`config.mk`:
```
export PLATFORM = sky130hd
export DESIGN_NAME = risc_datapath_flat
export DESIGN_NICKNAME = d
export VERILOG_FILES = /design/src/rtl/risc_datapath_if.sv /design/src/rtl/risc_datapath.sv /design/src/flat_wrapper.sv
export SDC_FILE = /design/constraint.sdc
export NUM_CORES = 1
export LEC_CHECK = 0
export CORE_ASPECT_RATIO = 2
export CORE_MARGIN = 1.5
export CORE_UTILIZATION = 25
export CTS_CLUSTER_DIAMETER = 40
export CTS_CLUSTER_SIZE = 28
export DETAILED_ROUTE_END_ITERATION = 8
export DONT_BUFFER_PORTS = 1
export PLACE_DENSITY = 0.42
export SYNTH_ARGS = -nofsm -noshare
export SYNTH_HDL_FRONTEND = slang
export SYNTH_SLANG_ARGS = --single-unit
```
`constraint.sdc`:
```
create_clock -name clk -period 9 [get_ports clk]
set_input_delay 1.8 -clock clk [delete_from_list [all_inputs] [get_ports clk]]
set_output_delay 1.8 -clock clk [all_outputs]
set_load 0.02 [all_outputs]
```
`src/rtl/risc_datapath_if.sv`:
```
// risc_datapath_if: bus bundle between control unit, external ALU, memory/COM buses and risc_datapath
// master: control/ALU/memory side drives decode fields, ALU results and read data
// slave: datapath drives ALU operands, mem_wr, pc, carry, interrupt status and stk_err
interface risc_datapath_if #(
  parameter int WORD = 8,
  parameter int NREG = 4,
  parameter int PCW = 16,
  parameter int IMMW = 24
);
  localparam int RA = $clog2(NREG);
  logic interrupt;
  logic [RA-1:0] a1, a2, a3;
  logic rw_en;
  logic [1:0] selb;
  logic [2:0] selr;
  logic [1:0] isize;
  logic [2:0] pc_op;
  logic br_take;
  logic carry_upd;
  logic [IMMW-1:0] imm;
  logic [WORD-1:0] alu_a, alu_b, alu_r, alu_rhi;
  logic alu_cout, alu_cin;
  logic [2*WORD-1:0] mem_rd, mem_wr;
  logic [WORD-1:0] com_rd;
  logic [PCW-1:0] pc;
  logic intr_ack, in_isr, stk_err;
  modport master (
    output interrupt, a1, a2, a3, rw_en, selb, selr, isize, pc_op, br_take, carry_upd, imm,
           alu_r, alu_rhi, alu_cout, mem_rd, com_rd,
    input alu_a, alu_b, alu_cin, mem_wr, pc, intr_ack, in_isr, stk_err
  );
  modport slave (
    input interrupt, a1, a2, a3, rw_en, selb, selr, isize, pc_op, br_take, carry_upd, imm,
          alu_r, alu_rhi, alu_cout, mem_rd, com_rd,
    output alu_a, alu_b, alu_cin, mem_wr, pc, intr_ack, in_isr, stk_err
  );
endinterface

```
`src/rtl/risc_datapath.sv`:
```
// risc_datapath: register file, carry, PC unit with return stack and interrupt entry/exit, one instruction per clock
// ports: clk, rst (sync active-low), bus (risc_datapath_if.slave: decode fields, ALU, memory, COM, pc and status)
// DATAPATH_INTR_EN enables interrupt entry/RETI; otherwise intr_ack/in_isr are 0, selr=6 writes 0, RETI acts as SEQ
module risc_datapath #(
  parameter int WORD = 8,
  parameter int NREG = 4,
  parameter int PCW = 16,
  parameter int IMMW = 24,
  parameter int STACK_DEPTH = 4,
  parameter logic [15:0] INTR_VEC = 16'h0010
) (
  input logic clk,
  input logic rst,
  risc_datapath_if.slave bus
);
  localparam int SW = $clog2(STACK_DEPTH) + 1;
  localparam int SA = STACK_DEPTH > 1 ? $clog2(STACK_DEPTH) : 1;
  logic [WORD-1:0] rf [NREG];
  logic [PCW-1:0] stk [STACK_DEPTH];
  logic [SW-1:0] cnt, cnt_top;
  logic [PCW-1:0] seq, pc_nx, saved_pc;
  logic [WORD-1:0] r1, r2, wb, intr_flag;
  logic carry, carry_nx, saved_carry, fire, reti, push, pop, full, empty, err;
  assign r1 = rf[bus.a1];
  assign r2 = rf[bus.a2];
  assign bus.alu_a = r1;
  assign bus.alu_b = bus.selb == 2'd0 ? r2 : bus.selb == 2'd1 ? '0 : bus.selb == 2'd2 ? WORD'(1) : bus.imm[WORD-1:0];
  assign bus.mem_wr = {r2, r1};
  assign bus.alu_cin = carry;
  assign seq = bus.pc + PCW'(bus.isize) + PCW'(1);
  assign full = cnt == SW'(STACK_DEPTH);
  assign empty = cnt == '0;
  assign cnt_top = cnt - SW'(1);
  assign carry_nx = bus.carry_upd ? bus.alu_cout : carry;
  assign wb = bus.selr == 3'd0 ? bus.mem_rd[WORD-1:0] :
              bus.selr == 3'd1 ? bus.mem_rd[2*WORD-1:WORD] :
              bus.selr == 3'd3 ? bus.alu_rhi :
              bus.selr == 3'd4 ? bus.imm[WORD-1:0] :
              bus.selr == 3'd5 ? bus.com_rd :
              bus.selr == 3'd6 ? intr_flag : bus.alu_r;
  // PCW <= 16, so adding imm[PCW-1:0] equals adding sext(imm[15:0]) modulo 2^PCW
  always_comb begin
    pc_nx = seq;
    push = 1'b0;
    pop = 1'b0;
    err = 1'b0;
    case (bus.pc_op)
      3'd1: pc_nx = bus.br_take ? seq + bus.imm[PCW-1:0] : seq;
      3'd2: pc_nx = bus.imm[PCW-1:0];
      3'd3: begin
        pc_nx = bus.imm[PCW-1:0];
        push = !full;
        err = full;
      end
      3'd4: begin
        pc_nx = empty ? seq : stk[cnt_top[SA-1:0]];
        pop = !empty;
        err = empty;
      end
      3'd5: begin
        pc_nx = reti ? saved_pc : seq;
        err = reti && !bus.in_isr;
      end
      default: pc_nx = seq;
    endcase
  end
  always_ff @(posedge clk)
    if (!rst) begin
      for (int i = 0; i < NREG; i++) rf[i] <= '0;
      bus.pc <= '0;
      carry <= 1'b0;
      cnt <= '0;
      bus.stk_err <= 1'b0;
    end else begin
      if (bus.rw_en) rf[bus.a3] <= wb;
      cnt <= push ? cnt + SW'(1) : pop ? cnt_top : cnt;
      carry <= reti ? saved_carry : carry_nx;
      bus.pc <= fire ? INTR_VEC[PCW-1:0] : pc_nx;
      if (err) bus.stk_err <= 1'b1;
    end
  always_ff @(posedge clk)
    if (rst && push) stk[cnt[SA-1:0]] <= seq;
`ifdef DATAPATH_INTR_EN
  assign reti = bus.pc_op == 3'd5;
  // entry is blocked by RETI so the return and the next entry never share an edge
  assign fire = rst && bus.interrupt && !bus.in_isr && !reti;
  assign bus.intr_ack = fire;
  always_ff @(posedge clk)
    if (!rst) begin
      saved_pc <= '0;
      saved_carry <= 1'b0;
      intr_flag <= '0;
      bus.in_isr <= 1'b0;
    end else if (fire) begin
      saved_pc <= pc_nx;
      saved_carry <= carry_nx;
      intr_flag <= bus.com_rd;
      bus.in_isr <= 1'b1;
    end else if (reti) begin
      bus.in_isr <= 1'b0;
    end
`else
  assign reti = 1'b0;
  assign fire = 1'b0;
  assign bus.intr_ack = 1'b0;
  assign bus.in_isr = 1'b0;
  assign saved_pc = '0;
  assign saved_carry = 1'b0;
  assign intr_flag = '0;
`endif
endmodule

```
`src/flat_wrapper.sv`:
```
// flat-port wrapper written by rule: the top's interface ports become plain ports
module risc_datapath_flat 
#(
  parameter int WORD = 8,
  parameter int NREG = 4,
  parameter int PCW = 16,
  parameter int IMMW = 24,
  parameter int STACK_DEPTH = 4,
  parameter logic [15:0] INTR_VEC = 16'h0010
)
  (clk, rst, bus_interrupt, bus_a1, bus_a2, bus_a3, bus_rw_en, bus_selb, bus_selr, bus_isize, bus_pc_op, bus_br_take, bus_carry_upd, bus_imm, bus_alu_r, bus_alu_rhi, bus_alu_cout, bus_mem_rd, bus_com_rd, bus_alu_a, bus_alu_b, bus_alu_cin, bus_mem_wr, bus_pc, bus_intr_ack, bus_in_isr, bus_stk_err);
  risc_datapath_if #(.WORD(WORD), .NREG(NREG), .PCW(PCW), .IMMW(IMMW)) bus_i ();
  input logic clk;
  input logic rst;
  input wire logic [$bits(bus_i.interrupt)-1:0] bus_interrupt;
  input wire logic [$bits(bus_i.a1)-1:0] bus_a1;
  input wire logic [$bits(bus_i.a2)-1:0] bus_a2;
  input wire logic [$bits(bus_i.a3)-1:0] bus_a3;
  input wire logic [$bits(bus_i.rw_en)-1:0] bus_rw_en;
  input wire logic [$bits(bus_i.selb)-1:0] bus_selb;
  input wire logic [$bits(bus_i.selr)-1:0] bus_selr;
  input wire logic [$bits(bus_i.isize)-1:0] bus_isize;
  input wire logic [$bits(bus_i.pc_op)-1:0] bus_pc_op;
  input wire logic [$bits(bus_i.br_take)-1:0] bus_br_take;
  input wire logic [$bits(bus_i.carry_upd)-1:0] bus_carry_upd;
  input wire logic [$bits(bus_i.imm)-1:0] bus_imm;
  input wire logic [$bits(bus_i.alu_r)-1:0] bus_alu_r;
  input wire logic [$bits(bus_i.alu_rhi)-1:0] bus_alu_rhi;
  input wire logic [$bits(bus_i.alu_cout)-1:0] bus_alu_cout;
  input wire logic [$bits(bus_i.mem_rd)-1:0] bus_mem_rd;
  input wire logic [$bits(bus_i.com_rd)-1:0] bus_com_rd;
  output wire logic [$bits(bus_i.alu_a)-1:0] bus_alu_a;
  output wire logic [$bits(bus_i.alu_b)-1:0] bus_alu_b;
  output wire logic [$bits(bus_i.alu_cin)-1:0] bus_alu_cin;
  output wire logic [$bits(bus_i.mem_wr)-1:0] bus_mem_wr;
  output wire logic [$bits(bus_i.pc)-1:0] bus_pc;
  output wire logic [$bits(bus_i.intr_ack)-1:0] bus_intr_ack;
  output wire logic [$bits(bus_i.in_isr)-1:0] bus_in_isr;
  output wire logic [$bits(bus_i.stk_err)-1:0] bus_stk_err;
  assign bus_i.interrupt = bus_interrupt;
  assign bus_i.a1 = bus_a1;
  assign bus_i.a2 = bus_a2;
  assign bus_i.a3 = bus_a3;
  assign bus_i.rw_en = bus_rw_en;
  assign bus_i.selb = bus_selb;
  assign bus_i.selr = bus_selr;
  assign bus_i.isize = bus_isize;
  assign bus_i.pc_op = bus_pc_op;
  assign bus_i.br_take = bus_br_take;
  assign bus_i.carry_upd = bus_carry_upd;
  assign bus_i.imm = bus_imm;
  assign bus_i.alu_r = bus_alu_r;
  assign bus_i.alu_rhi = bus_alu_rhi;
  assign bus_i.alu_cout = bus_alu_cout;
  assign bus_i.mem_rd = bus_mem_rd;
  assign bus_i.com_rd = bus_com_rd;
  assign bus_alu_a = bus_i.alu_a;
  assign bus_alu_b = bus_i.alu_b;
  assign bus_alu_cin = bus_i.alu_cin;
  assign bus_mem_wr = bus_i.mem_wr;
  assign bus_pc = bus_i.pc;
  assign bus_intr_ack = bus_i.intr_ack;
  assign bus_in_isr = bus_i.in_isr;
  assign bus_stk_err = bus_i.stk_err;
  risc_datapath #(.WORD(WORD), .NREG(NREG), .PCW(PCW), .IMMW(IMMW), .STACK_DEPTH(STACK_DEPTH), .INTR_VEC(INTR_VEC)) u_core (.clk(clk), .rst(rst), .bus(bus_i));
endmodule
```
# Yosys cells after proc, flatten, opt, wreduce, memory -nomap -nowiden
# Memory sizes are Yosys's and may differ from the RTL's.
# Index checks and enable logic that the tools add are counted.
# W data, S select, Z words.
dict set report totals {
  output_inout_bits 52
  regBits 21
  input_bits 87
  n_memories 2
  wordCells 58
  mem_bits_rw 96
}
# memory words width rd rd_ports_with_merged_regs write_ports line_no
set mem_list {}
lappend mem_list {u_core.stk 4 16 1 0 1 risc_datapath.sv:19} ;# logic [PCW-1:0] stk [STACK_DEPTH];
lappend mem_list {u_core.rf 4 8 2 0 4 risc_datapath.sv:18} ;# logic [WORD-1:0] rf [NREG];
dict set report op_classes {
  n_addsub 5
  n_reduce_logical 9
  eq_ne 12
  n_mux 26
}
# cell count
set op_table {}
lappend op_table {{$mux W8} 10}
lappend op_table {{$pmux W16 S3} 1}
lappend op_table {{$mux W16} 2}
lappend op_table {{$add A16 B1 Y16 const B} 1}
lappend op_table {{$add A16 B16 Y16} 1}
lappend op_table {{$add A16 B2 Y16} 1}
lappend op_table {{$eq A3 B3 Y1 const B} 5}
lappend op_table {{$eq A3 B2 Y1 const B} 3}
lappend op_table {{$mux W1} 9}
lappend op_table {{$reduce_or A8 Y1} 1}
lappend op_table {{$eq A3 B1 Y1 const B} 2}
lappend op_table {{$logic_not A3 Y1} 2}
lappend op_table {{$mux W3} 2}
lappend op_table {{$add A3 B1 Y3 const B} 1}
lappend op_table {{$sub A3 B1 Y3 const B} 1}
lappend op_table {{$eq A2 B1 Y1 const B} 1}
lappend op_table {{$eq A2 B2 Y1 const B} 1}
lappend op_table {{$logic_not A1 Y1} 2}
lappend op_table {{$logic_not A2 Y1} 1}
lappend op_table {{$mux W2} 1}
lappend op_table {{$pmux W1 S2} 1}
lappend op_table {{$reduce_bool A2 Y1} 1}
lappend op_table {{$reduce_or A2 Y1} 1}
lappend op_table {{$logic_and A1 B1 Y1} 1}

# Depth between registers and ports, before layout
# Gate-level depths: netlist (run 1).
dict set report logic_depth {
  ltp_word 8
  mapped_depth 14
  depth_no_buf 14
}

# Worst setup path after synthesis (run 1)
# Ideal clock, no wire load.
dict set report synth_timing {
  path_kind {input to output}
  start {in bus_a1[0]}
  end {out bus_mem_wr[0]}
  setup_slack_ns 4.142
  arrival_ns 3.058
  path_buffers 2
  cell_stages 3
  required_time_ns 7.200
  path_cell_list {clkbuf_1 -> mux4_2 -> buf_4}
}
dict set report synth_via {
  elab_chain_cells 1
}
# item line_no
set synth_lines {}
lappend synth_lines {{start: declaration} flat_wrapper.sv:16} ;# input wire logic [$bits(bus_i.a1)-1:0] bus_a1;
lappend synth_lines {{$mem_v2 Z4 W8} n/a}
lappend synth_lines {{end: declaration} flat_wrapper.sv:35} ;# output wire logic [$bits(bus_i.mem_wr)-1:0] bus_mem_wr;
# No other way between the ends.

# Final worst setup path (run 1)
dict set report layout_timing {
  start {in bus_isize[0]}
  end {reg u_core.bus.pc[15]}
}
dict set report layout_via {
  elab_chain_cells 5
  word_cells_on_any_way 6
}
# item line_no
set layout_lines {}
lappend layout_lines {{start: declaration} flat_wrapper.sv:22} ;# input wire logic [$bits(bus_i.isize)-1:0] bus_isize;
lappend layout_lines {{$add A16 B2 Y16} risc_datapath.sv:30} ;# assign seq = bus.pc + PCW'(bus.isize) + PCW'(1);
lappend layout_lines {{$add A16 B1 Y16} risc_datapath.sv:30}
lappend layout_lines {{via u_core.seq[10]} risc_datapath.sv:21} ;# logic [PCW-1:0] seq, pc_nx, saved_pc;
lappend layout_lines {{$add A16 B16 Y16} risc_datapath.sv:48} ;# 3'd1: pc_nx = bus.br_take ? seq + bus.imm[PCW-1:0] : seq;
lappend layout_lines {{$mux W16} risc_datapath.sv:48}
lappend layout_lines {{$pmux W16 S3} risc_datapath.sv:47} ;# case (bus.pc_op)
lappend layout_lines {{end signal: assignment} risc_datapath.sv:78} ;# bus.pc <= fire ? INTR_VEC[PCW-1:0] : pc_nx;
lappend layout_lines {{end: declaration} risc_datapath_if.sv:35} ;# output alu_a, alu_b, alu_cin, mem_wr, pc, intr_ack, in_isr, stk_err
# The timed path passes the listed nets, and every way through them passes these cells.
# A chain may end at the register's enable or synchronous reset.

==> results of run 1 <==
## flip-flops by register name, summed over array words and instances (netlist names)
| signal | flops |
|---|---|
| u_core.bus.pc | 16 |
| u_core.cnt | 3 |
| u_core.rf | 32 |
| u_core.bus.alu_cin | 1 |
| u_core.stk | 64 |
| u_core.bus.stk_err | 1 |
## kinds of logic (layout without fill, tap and decap cells)
kind of cell / count (synthesis) / in the layout / share of synthesized area (%)
other: 1 / 2 / 0.0556
AOI/OAI and AO/OA: 132 / 132 / 14.1
xor gates and xnor gates: 27 / 27 / 3.62
DFF: 117 / 117 / 49.0
and+or+nand+nor: 157 / 157 / 11.4
buffers and inverters: 66 / 68 / 4.55
adders and majority gates: 25 / 25 / 4.86
muxes: 43 / 43 / 12.5
## per-stage QoR
step | hold WS (ns) | util (%) | cells | instance area (um^2)
after global placement | 0.519 | 26.7 | 883 | 7040
final | 0.540 | 28.9 | 915 | 7640
after global routing | 0.605 | 28.9 | 915 | 7640
after CTS | 0.545 | 28.9 | 915 | 7640
after floorplan | 0.482 | - | 569 | 6750
after detailed placement | 0.532 | 26.7 | 883 | 7040
## power by group through the flow
stage / logic (uW) / clock network, uW / registers [uW]
after CTS: 259 / 689 / 642
after global placement: 254 / 0 / 651
final: 255 / 671 / 641
after detailed placement: 258 / 0 / 653
after floorplan: 214 / 0 / 644
after global routing: 278 / 708 / 644
## metal layers
layer	part of all wire (%)	wire length (um)	GRT usage (%)
met1	31	6610	12.7
met3	5.4	1140	4.24
met2	60	12600	31.6
met4	3.4	719	7.74
met5	0	0	0
## final timing paths
check | startpoint | to | slack, ns | cells after the start
max | bus_isize[0] | u_core.bus.pc[15] | 4.12 | 13
min | u_core.cnt[2] | u_core.cnt[2] | 0.54 | 2
max reg2reg | u_core.bus.pc[0] | u_core.bus.pc[15] | 4.94 | 13
min reg2reg | u_core.cnt[2] | u_core.cnt[2] | 0.54 | 2
## area by class of cell
cell class / instances / share of cell area (%)
Sequential cell: 117 / 43.3
Multi-Input combinational cell: 386 / 41.1
Clock buffer: 20 / 6.11
Tap cell: 344 / 5.64
Clock inverter: 12 / 1.67
Inverter: 26 / 1.28
Timing Repair Buffer: 10 / 0.983
## cell usage in the layout, fill, tap and decap left out, types with 4 or more instances in the layout
cell type    n
edfxtp_1    96
nor2_1      58
nand2_1     46
mux4_2      32
inv_1       26
a21oi_1     24
ha_1        23
dfxtp_1     21
o22ai_1     18
xnor2_1     17
clkbuf_16   17
o21ai_0     16
a22oi_1     12
and3_1      10
a22o_1      10
buf_4       10
xor2_1       9
a222oi_1     8
nand3_1      7
mux2_2       7
o21a_1       6
nor2b_1      5
o2111ai_1    5
or3_1        5
a21o_1       5
and2_1       4
nand4_1      4
mux2i_1      4
a31oi_1      4
clkinvlp_4   4
clkinv_2     4
## tightest hold or removal path, cell delays in order, from the launching register on
cell	delay, ns
dfxtp_1	0.35
a21oi_1	0.07
nor2_1	0.08
==> results.ini, run 1 <==
[grt]
antenna_found_initial = 0
grt_pass1_vias = 5114
grt_pass1_wl_um = 30900
gr-total-overflow = 0
grt_use_total_pct = 15.3
grt_max_degree = 29

[sta]
timing.slew.headroom_pct = 23.4
finalSetupTns_ns = 0
rsz0062_at_grt = no
setup_viol_count_final = 0
fin_crit_sh_pct = 54.3
timing.final.ws_setup_ns = 4.12
hold_violations = 0
layout_min_cycle_time_ns = 4.88
fmax_mhz = 205
tightestPinTransition_ns = 1.15
finClkSkew_ns = 0.0101
slew_viol_final = 0

[logic_synthesis]
synth_most_common_cell = edfxtp_1
ys_seq_elements = 117
synth-edff-count = 96
synth_top_cells_by_count = 96 x edfxtp_1, 58 x nor2_1, 46 x nand2_1
ys_warn_count = 0
synth_area_leaders = edfxtp_1 43%, mux4_2 11%, dfxtp_1 6.2%, ha_1 4.3%, nor2_1 3.2%
synth_area_um2 = 6740
synth_ff_type = edfxtp_1
synth_top_area_share_pct = 42.8
syn_area_per_cell_um2 = 11.9
ys_seq_area_share_pct = 49.0
synth_cell_type_count = 67
yosys.area.top_type = edfxtp_1
synth-async-reset-ratio_pct = 0
syn-instance-count = 568

[placed_design]
port_buffers = 0
place_hpwl_um = 15600
post-place-ws_ns = 3.62
finalWeightedCongestion = 0.832

[detailed_routing]
drt-pass1-iter-count = 6
first_iter_violations = 274
ant_nets = 0
dr_total_vias = 4680
drc = 0
via_per_inst = 5.11
finalWirelength_um = 21000
drt-wirelength-per-cell_um = 23.0

[cells_and_area]
final-seq-area_um2 = 3300
multi_input_comb_area_um2 = 3140
area_delta_synth_final_pct = 13.3
fill_cells = 2710
drive_above_1_share_pct = 16.3
diodes = 0
final_nets = 670

[power]
p_leak_uw = 0.00271
p_switching_uw = 425
ir_drop_v = 0.000131
power_switching_share_pct = 27.1
power.internal_uw = 1140
p_total_uw = 1570
powerDensity_nw_per_um2 = 205
p_comb_share_pct = 16.2
p_seq_share_pct = 40.9
p_clk_share_pct = 42.8

[die]
die_w_um = 119
core_um2 = 26400
die_area_um2 = 28000
rows = 84
die_h_um = 235
ioPinCount = 139
initial_core_util_pct = 25.6

[cts]
cts_setup_buffers = 0
hold_buffers = 0
clkSinkCount = 117
clockBufferDepth = 2
ctsHtreeMaxLevel = 4
cts.clk_slew.worst_paths_ns = 0.06
cts_resized = 0
numCtsBuffers = 17
cts_tree = done
root_buffer = clkbuf_16
insertion_delay_ns = 0.43

[critical_path]
cp_top_family = adder cells
slowest_delay_ns = 0.42
cp-end-kind = flip-flop
cp_num_buf_inv = 1
critPathArrivalTime_ns = 5.19
cpMostUsedCell = ha_1
path_class = in -> reg
critPathLaunchType = input port
cp_cell_sequence = inv_1 > ha_1 > fa_1 > and3b_1 > and3_1 > xor2_1 > ha_1 > a21oi_1 > o21ai_0 > a22o_1 > or3_4 > a211oi_2 > nor4b_2
crit_path_max_fanout = 6
cp.required_ns = 9.30
crit_path_top_delay_cell = fa_1

[run_status]
outcome = complete, no violations

[hold_path]
hold_class = reg -> reg

[run]
cap_viol_max_count = 0

Power figures use the tool's default switching activity.
==> run 2, diff against run 1 <==
clock period = 4.99 ns   (was 9 ns; I/O delays follow)
==> run 2 against run 1 <==
Worst hold slack improved by 0.012 ns. Largest cell class unchanged. Routed wire length fell by 0.90%. Cell count fell by 0.11%. First-iteration DRC count rose by 4.7%. Critical path type unchanged. Highest routed layer unchanged. Register-to-register slack got worse by 4.0 ns. Sequential power rose by 81%. Worst setup slack got worse by 3.2 ns. Critical path depth did not move. Power rose by 84%.
==> results.ini, run 2 (synthesis results as in run 1) <==
[cells_and_area]
final_cell_mix = 96 x edfxtp_1, 58 x nor2_1, 46 x nand2_1
area_delta_synth_final_pct = 13.3
fill_cells = 2682
largest_reg_flops = 64
layout_commonest_cell = edfxtp_1
diodes = 0
fin_area_um2 = 7630
instances_no_fill = 914
final_nets = 669
drive_above_1_share_pct = 15.3

[cts]
insertion_delay_ns = 0.42
hold_buffers = 0
cts_resized = 0
root_buffer = clkbuf_16
cts.clk_slew.worst_paths_ns = 0.05
clockBufferDepth = 2
ctsHtreeMaxLevel = 4
cts_tree = done
cts_setup_buffers = 0
clkSinkCount = 117
numCtsBuffers = 17

[grt]
use_met3_pct = 4.43
grt_use_total_pct = 15.1
antenna_found_initial = 0
grt_pass1_wl_um = 30800
grt_pass1_vias = 5091
grt_max_degree = 29
use_met1_pct = 13.1
gr-usage-met2_pct = 30.5
grt-busiest-layer = met2
gr-total-overflow = 0

[critical_path]
cp-end-kind = flip-flop
slowest_delay_ns = 0.43
cp.required_ns = 5.29
cp_num_buf_inv = 1
path_class = in -> reg
crit_path_max_fanout = 6
cpMostUsedCell = ha_1
cp_cell_sequence = inv_1 > ha_1 > fa_1 > and3b_1 > and3_1 > xor2_1 > ha_1 > a21oi_1 > o211ai_2 > a22o_1 > or3_4 > a211oi_2 > nor4b_2
critPathArrivalTime_ns = 4.39
critPathLaunchType = input port
crit_path_top_delay_cell = fa_1
cp_top_family = adder cells

[sta]
rsz0062_at_grt = no
slew_viol_final = 0
setup_viol_count_final = 0
hold_violations = 0
tightestPinTransition_ns = 1.09
fin_crit_sh_pct = 82.0
layout_min_cycle_time_ns = 4.09
fin_hold_ws_ns = 0.552
timing.slew.headroom_pct = 27.3
fmax_mhz = 244
finalSetupTns_ns = 0
finClkSkew_ns = 0.00947

[power]
power.internal_uw = 2120
p_seq_share_pct = 40.2
p_leak_uw = 0.00271
ir_drop_v = 0.000239
p_total_uw = 2880
power_switching_share_pct = 26.2
powerDensity_nw_per_um2 = 377
p_clk_share_pct = 43.8
p_comb_share_pct = 16.0
p_switching_uw = 754

[placed_design]
dpl_cell_area_um2 = 7030
port_buffers = 0
dp_cells = 882
finalWeightedCongestion = 0.806
place_hpwl_um = 15400

[die]
rows = 84
ioPinCount = 139
die_w_um = 119
die_h_um = 235
core_um2 = 26400
initial_core_util_pct = 25.6
die_area_um2 = 28000

[detailed_routing]
dr_total_vias = 4716
via_per_inst = 5.16
finalWirelength_um = 20900
drt-pass1-iter-count = 4
ant_nets = 0
first_iter_violations = 287
drt-wirelength-per-cell_um = 22.8
drc = 0

[hold_path]
hold_class = reg -> reg

[run_status]
outcome = complete, no violations

[run]
cap_viol_max_count = 0

==> run 2: power groups by stage <==
stage	logic (uW)	registers [uW]	clock network (uW)
3_5_place_dp	463	1180	0
6_report	459	1160	1260
3_3_place_gp	459	1170	0
5_1_grt	505	1160	1320
2_1_floorplan	387	1160	0
4_1_cts	466	1160	1280
==> run 2: cell type report <==
type / instances / area [um^2] / share of cell area (%)
Clock inverter: 10 / 156 / 2.05
Clock buffer: 22 / 444 / 5.82
Timing Repair Buffer: 9 / 67.6 / 0.885
Tap cell: 344 / 430 / 5.64
Inverter: 26 / 97.6 / 1.28
Sequential cell: 117 / 3300 / 43.3
Multi-Input combinational cell: 386 / 3140 / 41.1
==> run 2: final timing paths <==
path,from,endpoint,slack [ns],cells after the start
max,bus_isize[0],u_core.bus.pc[15],0.90,13
min,u_core.cnt[2],u_core.cnt[2],0.55,2
max reg2reg,u_core.bus.pc[0],u_core.bus.pc[15],0.95,13
min reg2reg,u_core.cnt[2],u_core.cnt[2],0.55,2
==> run 2: worst min-delay path, cell delays in order, from the launching register on <==
cell and delay [ns]:
dfxtp_1 0.35, a21oi_1 0.08, nor2_1 0.09
==> run 2: per-layer routing <==
layer  routed length (um)  part of all wire (%)
met3                 1310                   6.3
met1                 6430                    31
met4                  672                   3.2
met5                    0                     0
met2                12400                    60
==> run 2: stage by stage <==
stage | worst slack [ns] | utilization, %
after global placement | 0.525 | 26.7
after CTS | 0.883 | 28.9
final | 0.898 | 28.9
after floorplan | 1.07 | -
after global routing | 0.680 | 28.9
after detailed placement | 0.445 | 26.7
